$ cat src/rtl/rw_2d_ram_pkg.sv
// Shared types for the 2-D RAM reader/responder pair.
// Contents: FSM state enum and the address-width helper.
package rw_2d_ram_pkg;

  typedef enum logic [1:0] {
    IDLE = 2'd0,
    RUN  = 2'd1,
    DONE = 2'd2
  } state_t;

  // Address width for a power-of-two RAM depth.
  function automatic int unsigned calc_aw(input int unsigned depth);
    return $clog2(depth);
  endfunction

endpackage

$ cat src/rtl/rw_2d_ram_reader_if.sv
// Bundle of the reader's command, RAM read-request/response and output
// stream channels.
// master: the reader (drives cmd_ready, request, rready, stream, done).
// slave : the environment (sequencer + responder + downstream sink).
interface rw_2d_ram_reader_if
  import rw_2d_ram_pkg::*;
#(
  parameter int unsigned DEPTH = 32,
  parameter int unsigned WIDTH = 32
);
  localparam int unsigned AW = calc_aw(DEPTH);

  logic             cmd_valid;
  logic             cmd_ready;
  logic [AW-1:0]    cmd_base;
  logic [AW:0]      cmd_len;
  logic [AW-1:0]    cmd_stride;
  logic             m_arvalid;
  logic [AW-1:0]    m_raddr;
  logic             m_arready;
  logic [WIDTH-1:0] m_rdata;
  logic             m_rvalid;
  logic             m_rready;
  logic [WIDTH-1:0] out_tdata;
  logic             out_tvalid;
  logic             out_tready;
  logic             out_tlast;
  logic             done;

  modport master (
    input  cmd_valid, cmd_base, cmd_len, cmd_stride,
    input  m_arready, m_rdata, m_rvalid, out_tready,
    output cmd_ready, m_arvalid, m_raddr, m_rready,
    output out_tdata, out_tvalid, out_tlast, done
  );

  modport slave (
    output cmd_valid, cmd_base, cmd_len, cmd_stride,
    output m_arready, m_rdata, m_rvalid, out_tready,
    input  cmd_ready, m_arvalid, m_raddr, m_rready,
    input  out_tdata, out_tvalid, out_tlast, done
  );

endinterface

$ cat src/rtl/rw_2d_ram_credit_ctr.sv
// Outstanding-read credit counter.
// Ports: clk, rst_n, i_clr (sync clear), i_inc (request accepted),
//        i_dec (response consumed), o_can_issue (count below MAX).
module rw_2d_ram_credit_ctr #(
  parameter int unsigned MAX = 8
) (
  input  logic clk,
  input  logic rst_n,
  input  logic i_clr,
  input  logic i_inc,
  input  logic i_dec,
  output logic o_can_issue
);
  localparam int unsigned CW = $clog2(MAX + 1);

  logic [CW-1:0] r_cnt;

  // Simultaneous inc and dec leave the count unchanged.
  always_ff @(posedge clk or negedge rst_n) begin
    if (!rst_n) begin
      r_cnt <= '0;
    end else if (i_clr) begin
      r_cnt <= '0;
    end else if (i_inc && !i_dec) begin
      r_cnt <= r_cnt + CW'(1);
    end else if (i_dec && !i_inc) begin
      r_cnt <= r_cnt - CW'(1);
    end
  end

  assign o_can_issue = (r_cnt < CW'(MAX));

endmodule

$ cat src/rtl/rw_2d_ram_reader.sv
// Read-side initiator for the 2-D RAM responder: takes one command
// (base, len, stride), issues strided read requests under a credit cap and
// passes returned words straight to the output stream with tlast.
// Ports: clk, rst_n, bus (rw_2d_ram_reader_if.master: command, RAM read
//        request/response, output stream, done pulse).
module rw_2d_ram_reader
  import rw_2d_ram_pkg::*;
#(
  parameter int unsigned DEPTH           = 32,
  parameter int unsigned WIDTH           = 32,
  parameter int unsigned MAX_OUTSTANDING = 8
) (
  input  logic                  clk,
  input  logic                  rst_n,
  rw_2d_ram_reader_if.master    bus
);
  localparam int unsigned AW = calc_aw(DEPTH);
  localparam int unsigned LW = AW + 1;

  state_t        r_state;
  state_t        w_next_state;
  logic [AW-1:0] r_addr;
  logic [AW-1:0] r_stride;
  logic [LW-1:0] r_issue_cnt;
  logic [LW-1:0] r_beat_cnt;
  logic          r_cmd_ready;
  logic          r_done;

  logic w_in_run;
  logic w_accept;
  logic w_issue;
  logic w_beat;
  logic w_last;
  logic w_can_issue;

  assign w_in_run = (r_state == RUN);
  assign w_accept = bus.cmd_valid && r_cmd_ready;
  assign w_issue  = bus.m_arvalid && bus.m_arready;
  assign w_beat   = bus.m_rvalid && bus.m_rready;
  assign w_last   = (r_beat_cnt == LW'(1));

  // Request side: held until accepted since inputs only change on handshake.
  assign bus.m_arvalid = w_in_run && (r_issue_cnt != '0) && w_can_issue;
  assign bus.m_raddr   = r_addr;

  // Response side: zero-latency pass-through, gated off outside RUN.
  assign bus.m_rready   = w_in_run && bus.out_tready;
  assign bus.out_tvalid = w_in_run && bus.m_rvalid;
  assign bus.out_tdata  = w_in_run ? bus.m_rdata : '0;
  assign bus.out_tlast  = w_in_run && w_last;

  assign bus.cmd_ready = r_cmd_ready;
  assign bus.done      = r_done;

  rw_2d_ram_credit_ctr #(
    .MAX (MAX_OUTSTANDING)
  ) u_credit (
    .clk         (clk),
    .rst_n       (rst_n),
    .i_clr       (w_accept),
    .i_inc       (w_issue),
    .i_dec       (w_beat),
    .o_can_issue (w_can_issue)
  );

  // State register.
  always_ff @(posedge clk or negedge rst_n) begin
    if (!rst_n) r_state <= IDLE;
    else        r_state <= w_next_state;
  end

  // Next-state logic.
  always_comb begin
    w_next_state = r_state;
    case (r_state)
      IDLE:    if (w_accept) w_next_state = (bus.cmd_len == '0) ? DONE : RUN;
      RUN:     if (w_beat && w_last) w_next_state = DONE;
      DONE:    w_next_state = IDLE;
      default: w_next_state = IDLE;
    endcase
  end

  // cmd_ready/done registered from next state so both track state exactly,
  // while cmd_ready stays low throughout reset.
  always_ff @(posedge clk or negedge rst_n) begin
    if (!rst_n) begin
      r_cmd_ready <= 1'b0;
      r_done      <= 1'b0;
    end else begin
      r_cmd_ready <= (w_next_state == IDLE);
      r_done      <= (w_next_state == DONE);
    end
  end

  // Address generator and beat/issue counters; AW-bit add wraps mod DEPTH.
  always_ff @(posedge clk or negedge rst_n) begin
    if (!rst_n) begin
      r_addr      <= '0;
      r_stride    <= '0;
      r_issue_cnt <= '0;
      r_beat_cnt  <= '0;
    end else if (w_accept) begin
      r_addr      <= bus.cmd_base;
      r_stride    <= bus.cmd_stride;
      r_issue_cnt <= bus.cmd_len;
      r_beat_cnt  <= bus.cmd_len;
    end else if (w_in_run) begin
      if (w_issue) begin
        r_addr      <= r_addr + r_stride;
        r_issue_cnt <= r_issue_cnt - LW'(1);
      end
      if (w_beat) begin
        r_beat_cnt <= r_beat_cnt - LW'(1);
      end
    end
  end

endmodule

$ cat src/flat_wrapper.sv
// flat-port wrapper written by rule: the top's interface ports become plain ports
module rw_2d_ram_reader_flat import rw_2d_ram_pkg::*;
#(
  parameter int unsigned DEPTH           = 32,
  parameter int unsigned WIDTH           = 32,
  parameter int unsigned MAX_OUTSTANDING = 8
)
  (clk, rst_n, bus_cmd_valid, bus_cmd_base, bus_cmd_len, bus_cmd_stride, bus_m_arready, bus_m_rdata, bus_m_rvalid, bus_out_tready, bus_cmd_ready, bus_m_arvalid, bus_m_raddr, bus_m_rready, bus_out_tdata, bus_out_tvalid, bus_out_tlast, bus_done);
  rw_2d_ram_reader_if #(.DEPTH(DEPTH), .WIDTH(WIDTH)) bus_i ();
  input  logic clk;
  input  logic rst_n;
  input wire logic [$bits(bus_i.cmd_valid)-1:0] bus_cmd_valid;
  input wire logic [$bits(bus_i.cmd_base)-1:0] bus_cmd_base;
  input wire logic [$bits(bus_i.cmd_len)-1:0] bus_cmd_len;
  input wire logic [$bits(bus_i.cmd_stride)-1:0] bus_cmd_stride;
  input wire logic [$bits(bus_i.m_arready)-1:0] bus_m_arready;
  input wire logic [$bits(bus_i.m_rdata)-1:0] bus_m_rdata;
  input wire logic [$bits(bus_i.m_rvalid)-1:0] bus_m_rvalid;
  input wire logic [$bits(bus_i.out_tready)-1:0] bus_out_tready;
  output wire logic [$bits(bus_i.cmd_ready)-1:0] bus_cmd_ready;
  output wire logic [$bits(bus_i.m_arvalid)-1:0] bus_m_arvalid;
  output wire logic [$bits(bus_i.m_raddr)-1:0] bus_m_raddr;
  output wire logic [$bits(bus_i.m_rready)-1:0] bus_m_rready;
  output wire logic [$bits(bus_i.out_tdata)-1:0] bus_out_tdata;
  output wire logic [$bits(bus_i.out_tvalid)-1:0] bus_out_tvalid;
  output wire logic [$bits(bus_i.out_tlast)-1:0] bus_out_tlast;
  output wire logic [$bits(bus_i.done)-1:0] bus_done;
  assign bus_i.cmd_valid = bus_cmd_valid;
  assign bus_i.cmd_base = bus_cmd_base;
  assign bus_i.cmd_len = bus_cmd_len;
  assign bus_i.cmd_stride = bus_cmd_stride;
  assign bus_i.m_arready = bus_m_arready;
  assign bus_i.m_rdata = bus_m_rdata;
  assign bus_i.m_rvalid = bus_m_rvalid;
  assign bus_i.out_tready = bus_out_tready;
  assign bus_cmd_ready = bus_i.cmd_ready;
  assign bus_m_arvalid = bus_i.m_arvalid;
  assign bus_m_raddr = bus_i.m_raddr;
  assign bus_m_rready = bus_i.m_rready;
  assign bus_out_tdata = bus_i.out_tdata;
  assign bus_out_tvalid = bus_i.out_tvalid;
  assign bus_out_tlast = bus_i.out_tlast;
  assign bus_done = bus_i.done;
  rw_2d_ram_reader #(.DEPTH(DEPTH), .WIDTH(WIDTH), .MAX_OUTSTANDING(MAX_OUTSTANDING)) u_core (.clk(clk), .rst_n(rst_n), .bus(bus_i));
endmodule
$ cat config.mk
export PLATFORM = sky130hd
export DESIGN_NAME = rw_2d_ram_reader_flat
export DESIGN_NICKNAME = d
export VERILOG_FILES = /design/src/rtl/rw_2d_ram_pkg.sv /design/src/rtl/rw_2d_ram_reader_if.sv /design/src/rtl/rw_2d_ram_credit_ctr.sv /design/src/rtl/rw_2d_ram_reader.sv /design/src/flat_wrapper.sv
export SDC_FILE = /design/constraint.sdc
export NUM_CORES = 1
export LEC_CHECK = 0
export ABC_CLOCK_PERIOD_IN_PS = 3200
export BUFFER_PORTS_ARGS = -buffer_cell sky130_fd_sc_hd__buf_2
export CAP_MARGIN = 40
export CORE_MARGIN = 5
export CORE_UTILIZATION = 46
export CTS_CLUSTER_SIZE = 12
export DETAILED_ROUTE_END_ITERATION = 10
export GPL_ROUTABILITY_DRIVEN = 0
export HOLD_SLACK_MARGIN = 0.05
export PLACE_DENSITY_LB_ADDON = 0.08
export SETUP_SLACK_MARGIN = 0.15
export SYNTH_ARGS = -nofsm -noshare
export SYNTH_HDL_FRONTEND = slang
export SYNTH_SLANG_ARGS = --single-unit
export TNS_END_PERCENT = 10
$ cat constraint.sdc
create_clock -name clk -period 3.2 [get_ports clk]
set_clock_uncertainty 0.05 [all_clocks]
set_input_delay 0.32 -clock clk [delete_from_list [all_inputs] [get_ports clk]]
set_output_delay 0.32 -clock clk [all_outputs]
set_load 0.005 [all_outputs]
**Word-level counts from Yosys, hierarchy flattened**

Cells that the tools add are included.

- Flip-flop bits (word level): 30
- Bits of input ports: 54
- Output and inout port bits: 43
- Word-level logic and storage cells: 57

- Add/sub/neg operators: 5
- Magnitude comparators: 1
- Eq/ne operators: 3
- Mux-type cells: 17
- Reduce and logical (&&, ||, !) cells: 23

Operators by type and width:

| kind | count |
|---|---|
| $mux W6 | 6 |
| $mux W32 | 1 |
| $mux W5 | 3 |
| $mux W4 | 3 |
| $sub A6 B1 Y6 const B | 2 |
| $logic_and A1 B1 Y1 | 11 |
| $eq A6 B1 Y1 const B | 1 |
| $logic_not A6 Y1 | 1 |
| $mux W2 | 3 |
| $reduce_bool A2 Y1 | 3 |
| $reduce_bool A6 Y1 | 1 |
| $add A5 B5 Y5 | 1 |
| $add A4 B1 Y4 const B | 1 |
| $logic_not A2 Y1 | 2 |
| $lt A4 B4 Y1 const B | 1 |
| $pmux W2 S2 | 1 |
| $reduce_and A2 Y1 | 2 |
| $sub A4 B1 Y4 const B | 1 |
| $reduce_bool A3 Y1 | 1 |
| $eq A2 B1 Y1 const B | 1 |
| $eq A2 B2 Y1 const B | 1 |
| $logic_not A1 Y1 | 2 |

**Longest topological paths before layout**

- Word-level depth: 9
- Mapped depth: 11
- Gate-level depth less buffers: 11

**Hierarchy**

A second synthesis with hierarchy kept.

- Cells, all modules: 224
- Area total of the unflattened synthesis: 2026.9 sq um

Modules (own cells, without submodules):

| module | times used | cells each | area each (sq um) | sequential area each (sq um) |
|---|---|---|---|---|
| rw_2d_ram_reader | 1 | 193 | 1716.6 | 650.6 |
| rw_2d_ram_credit_ctr | 1 | 31 | 310.3 | 100.1 |

**Worst setup path before layout**

OpenSTA, ideal clock, no wires.

- Kind: reg-to-reg
- Start point: register u_core.r_issue_cnt[0]
- End point: register u_core.u_credit.r_cnt[3]
- Setup time: 0.067 ns
- Data arrival time: 2.428 ns
- Data required time: 3.083 ns
- Setup slack: 0.656 ns
- Cell stages (with the launch flop): 12
- Path buffers: 0
- Period minus slack after synthesis: 2.544 ns
- Cells stage by stage: dfrtp_1 > inv_1 > ha_1 > or4b_4 > o211a_1 > nand3_1 > ha_1 > a21o_1 > a21oi_1 > a211oi_1 > a31oi_1 > o311a_1

- Word-level cells in the longest chain between the ends: 7
- Elaborated cells between the ends (all ways): 10
- Those cells by class: mux (2); reduce/logical (8)

Ends and longest elaborated chain:

| item | RTL line | source |
|---|---|---|
| start, declared | rw_2d_ram_reader.sv:24 | `logic [LW-1:0] r_issue_cnt;` |
| start signal, assigned | rw_2d_ram_reader.sv:105 | `r_issue_cnt <= bus.cmd_len;` |
| start signal, assigned | rw_2d_ram_reader.sv:110 | `r_issue_cnt <= r_issue_cnt - LW'(1);` |
| $reduce_bool A6 Y1 (*) | rw_2d_ram_reader.sv:43 | `assign bus.m_arvalid = w_in_run && (r_issue_cnt != '0) && w_can_issue;` |
| $logic_and A1 B1 Y1 (*) (2 in a row) | rw_2d_ram_reader.sv:43 |  |
| named net bus_m_arvalid | flat_wrapper.sv:21 | `output wire logic [$bits(bus_i.m_arvalid)-1:0] bus_m_arvalid;` |
| $logic_and A1 B1 Y1 (*) | rw_2d_ram_reader.sv:38 | `assign w_issue = bus.m_arvalid && bus.m_arready;` |
| $logic_and A1 B1 Y1 / $logic_not A1 Y1 (equally long branches) | rw_2d_ram_credit_ctr.sv:24, rw_2d_ram_credit_ctr.sv:26 |  |
| $mux W4 / $logic_and A1 B1 Y1 (equally long branches) | rw_2d_ram_credit_ctr.sv:24, rw_2d_ram_credit_ctr.sv:26 |  |
| $mux W4 / $reduce_bool A3 Y1 (equally long branches) | -- |  |
| end signal, assigned | rw_2d_ram_credit_ctr.sv:25 | `r_cnt <= r_cnt + CW'(1);` |
| end signal, assigned | rw_2d_ram_credit_ctr.sv:27 | `r_cnt <= r_cnt - CW'(1);` |
| end, declared | rw_2d_ram_credit_ctr.sv:16 | `logic [CW-1:0] r_cnt;` |

The timed path passes the listed nets; every way through them passes the cells marked *.
A chain may end at the register's enable or synchronous reset.

**Worst setup path in the final report**

- Start point: register u_core.r_issue_cnt[0]
- End point: register u_core.u_credit.r_cnt[3]

- Word-level cells in the longest chain between the ends: 7
- Elaborated cells between the ends (all ways): 10
- Those cells by class: mux (2); reduce/logical (8)

Ends and longest elaborated chain:

| item | RTL line |
|---|---|
| $reduce_bool A6 Y1 (*) | rw_2d_ram_reader.sv:43 |
| $logic_and A1 B1 Y1 (*) (2 in a row) | rw_2d_ram_reader.sv:43 |
| $logic_and A1 B1 Y1 (*) | rw_2d_ram_reader.sv:38 |
| $logic_and A1 B1 Y1 / $logic_not A1 Y1 (equally long branches) | rw_2d_ram_credit_ctr.sv:24, rw_2d_ram_credit_ctr.sv:26 |
| $mux W4 / $logic_and A1 B1 Y1 (equally long branches) | rw_2d_ram_credit_ctr.sv:24, rw_2d_ram_credit_ctr.sv:26 |
| $mux W4 / $reduce_bool A3 Y1 (equally long branches) | -- |

Every way passes the cells marked *; elsewhere a longest branch is shown, timed or not.

==> results.tsv <==
stage	metric	value	unit
run_status	outcome	complete, no violations	
critical_path	Max stage delay on crit path	480	ps
critical_path	CP top delay family	compound AO/OA/AOI/OAI gates	
timing	Slew Viols, Final	0	
power_and_ir_drop	sequential share of power	31.5	%
layout	ant diodes	0	
route	DR DRC count	0	
clock_network	CTS tree	yes	
timing	Fin Setup TNS	0	ps
clock_network	clk slew on worst S/H paths	70	ps
critical_path	reg-to-reg slack, setup	510	ps
floorplan	FP Rows	23	
synthesis	Synth Warn #	0	
route	via count	1786	
critical_path	CP Class	register to register	
grt	Overall Global Routing Usage	17.4	%
critical_path	most frequent CP cell	ha_1	
timing	final setup violation count	0	
route	TritonRoute pass-1 iters	4	
critical_path	Worst Path Buf+Inv	1	
power_and_ir_drop	pwr dens	877	mW/mm²
critical_path	CP Cell Sequence	inv_1 > ha_1 > or4b_4 > o211a_1 > nand3_1 > ha_1 > a21o_1 > a21oi_1 > a211oi_1 > a31oi_1 > o311a_1	
clock_network	clk sink count	30	
clock_network	Num CTS Buffers	5	
floorplan	Initial Util	48.3	%
synthesis	Syn Area/Cell	9.02	µm²
synthesis	post-synthesis register bit count	30	
floorplan	DIE HEIGHT	75.2	µm
layout	fillers	360	
grt	vias in the first global route	1711	
clock_network	Gates resized, CTS repair	0	
place	pre-CTS WS	515	ps
timing	RSZ-0062 raised after global routing	no	
floorplan	core area	0.00406	mm²
grt	first-pass GRT wire length	7380	µm
layout	Nets	379	
grt	grt ovf	0	
timing	Max Clk Rate	0.372	GHz
synthesis	most common cell in the netlist	and2_1	
timing	Tightest Pin Transition	661	ps
critical_path	CP Capture Type	register	
place	DP Wirelength	3840	µm
synthesis	Yosys cell types	41	
power_and_ir_drop	NetSw	900	µW
synthesis	commonest cells in the synthesized netlist	and2_1, dfrtp_1, nand2_1, nor2_1, a21oi_1	
synthesis	post-synth top area cell	dfrtp_1	
timing	final period utilization	84.0	%
floorplan	die width	75.2	µm
synthesis	post-synth top area share	38.3	%
place	number of port buffers	96	
critical_path	Critical Path Start Type	register	
synthesis	Synth Flop Type	dfrtp_1	
job	Max Cap Viol	0	
route	WL per Instance	13.5	µm
power_and_ir_drop	maximum vdd ir drop	604	µV
power_and_ir_drop	switching part of the total	39.6	%
synthesis	top area cells in the synthesized netlist	dfrtp_1, and2_1, ha_1, xnor2_1, a21oi_1	
timing	Tmin final	2690	ps
min_path	Hold Crit Class	input pin to register	
synthesis	register area share after synthesis	38.3	%
route	Detail Route Antenna Nets	0	
power_and_ir_drop	Tot Pwr	2270	µW
floorplan	DIE AREA	0.00566	mm²
synthesis	Post-Syn Nets	283	
grt	antenna violations before repair	0	
power_and_ir_drop	clock power share	17.0	%
synthesis	area of the mapped netlist	0.00196	mm²
layout	Area Overhead vs Synth	32.4	%
timing	PnR worst setup slack	513	ps
synthesis	Post-synth EDFFs	0	
clock_network	Clock Latency Late Sink	290	ps
clock_network	H-tree levels	2	
timing	Slew headroom	55.9	%
route	DR vias/cell	4.91	
critical_path	Critical Path AT	2870	ps
route	Post-Route WL	4900	µm
critical_path	CP Max Fanout	4	
floorplan	total I/O pin count	97	
synthesis	ys async rst share	100	%
synthesis	Gate Count Post-Synth	217	
critical_path	CP required	3380	ps
clock_network	clock root buffer	clkbuf_8	
route	number of DRC markers in iteration 0	30	
timing	final hold violation count	0	
power_and_ir_drop	Gate power share	51.5	%
critical_path	worst-path cell with the longest stage delay	or4b_4	
power_and_ir_drop	Leak	0.00133	µW
grt	largest net degree at the start of global routing	36	
layout	share of cells above drive strength 1	36.3	%
power_and_ir_drop	Pint	1370	µW
clock_network	CTS Buffer Depth	2	
through the flow:
stage | hold WS (ps) | util [%] | cell area (µm²) | instances
global placement | 336 | 60.6 | 2460 | 354
CTS | 168 | 63.9 | 2590 | 364
detailed placement | 345 | 61.0 | 2470 | 355
floorplan | -25.6 | - | 1960 | 217
global route | 181 | 63.9 | 2590 | 364
finish | 171 | 63.9 | 2590 | 364
flip-flops by register name (all words and copies together), names as in the netlist:
register and flops:
u_core.bus.done 1, u_core.r_stride 5, u_core.u_credit.r_cnt 4, u_core.r_beat_cnt 6
u_core.bus.cmd_ready 1, u_core.bus.m_raddr 5, u_core.r_state 2, u_core.r_issue_cnt 6
layer usage:
| layer | vias to the layer above | share of wire, % | global-route usage (%) |
|---|---|---|---|
| met2 | 71 | 48 | 33.2 |
| met5 | - | 0 | 0 |
| met4 | 0 | 1.2 | 5.63 |
| met3 | 5 | 13 | 5.61 |
| li1 | 917 | - | - |
| met1 | 793 | 37 | 17.9 |
final timing paths:
path / from / endpoint / depth (start not counted)
setup reg to reg: u_core.r_issue_cnt[0] / u_core.u_credit.r_cnt[3] / 11
hold / removal: bus_cmd_stride[2] / u_core.r_stride[2] / 3
hold reg to reg: u_core.r_stride[2] / u_core.r_stride[2] / 2
min in group asynchronous: rst_n / u_core.r_stride[1] / 2
max in group asynchronous: rst_n / u_core.u_credit.r_cnt[2] / 2
setup / recovery: u_core.r_issue_cnt[0] / u_core.u_credit.r_cnt[3] / 11
tightest hold or removal path: stages:
cell	delay, ps
buf_2	70
nand2_1	40
nand2_1	40
power groups by stage:
| stage | logic (µW) | clock network (µW) | registers (µW) |
|---|---|---|---|
| final | 1170 | 386 | 717 |
| after global routing | 1340 | 411 | 742 |
| after CTS | 1200 | 391 | 718 |
| after detailed placement | 1180 | 0 | 723 |
| after global placement | 1150 | 0 | 719 |
| after floorplan | 852 | 0 | 684 |
what timing repair did:
item | 4_1_cts | 5_1_grt
hold buffers | 1 | 0
buffers inserted | 0 | 0
endpoints found under the hold margin | 30 | 0
cell families (layout without fill, tap and decap cells):
family	after synthesis	in the layout	synth area share [%]
flip-flops	30	30	38.3
XOR/XNOR	16	16	7.54
AO/OA/AOI/OAI	39	39	12.6
adder cells (fa/ha/maj)	12	12	8.43
multiplexers	2	2	1.02
buffers and inverters	21	118	4.66
AND/OR/NAND/NOR	97	97	27.4
layout by cell type, fill, tap and decap left out, drive strengths merged, types with 3 or more instances in the layout:
cell type  instances
inv               11
nand3              3
nand2             22
clkbuf             5
a21oi             17
or3                3
xor2               5
buf               98
xnor2             11
and2              35
dfrtp             30
nor2              20
nor4               3
o21ai             10
ha                10
cell type report:
class	count	area, µm²	area share, %
clock buffer	5	68.8	2.65
clock inverter	3	40.0	1.54
inverter	11	41.3	1.59
multi-input combinational	166	1120	43.1
sequential	30	751	29.0
tap	50	62.6	2.41
timing repair buffer	99	513	19.8
Note: power is estimated with default switching activity, not from simulation.
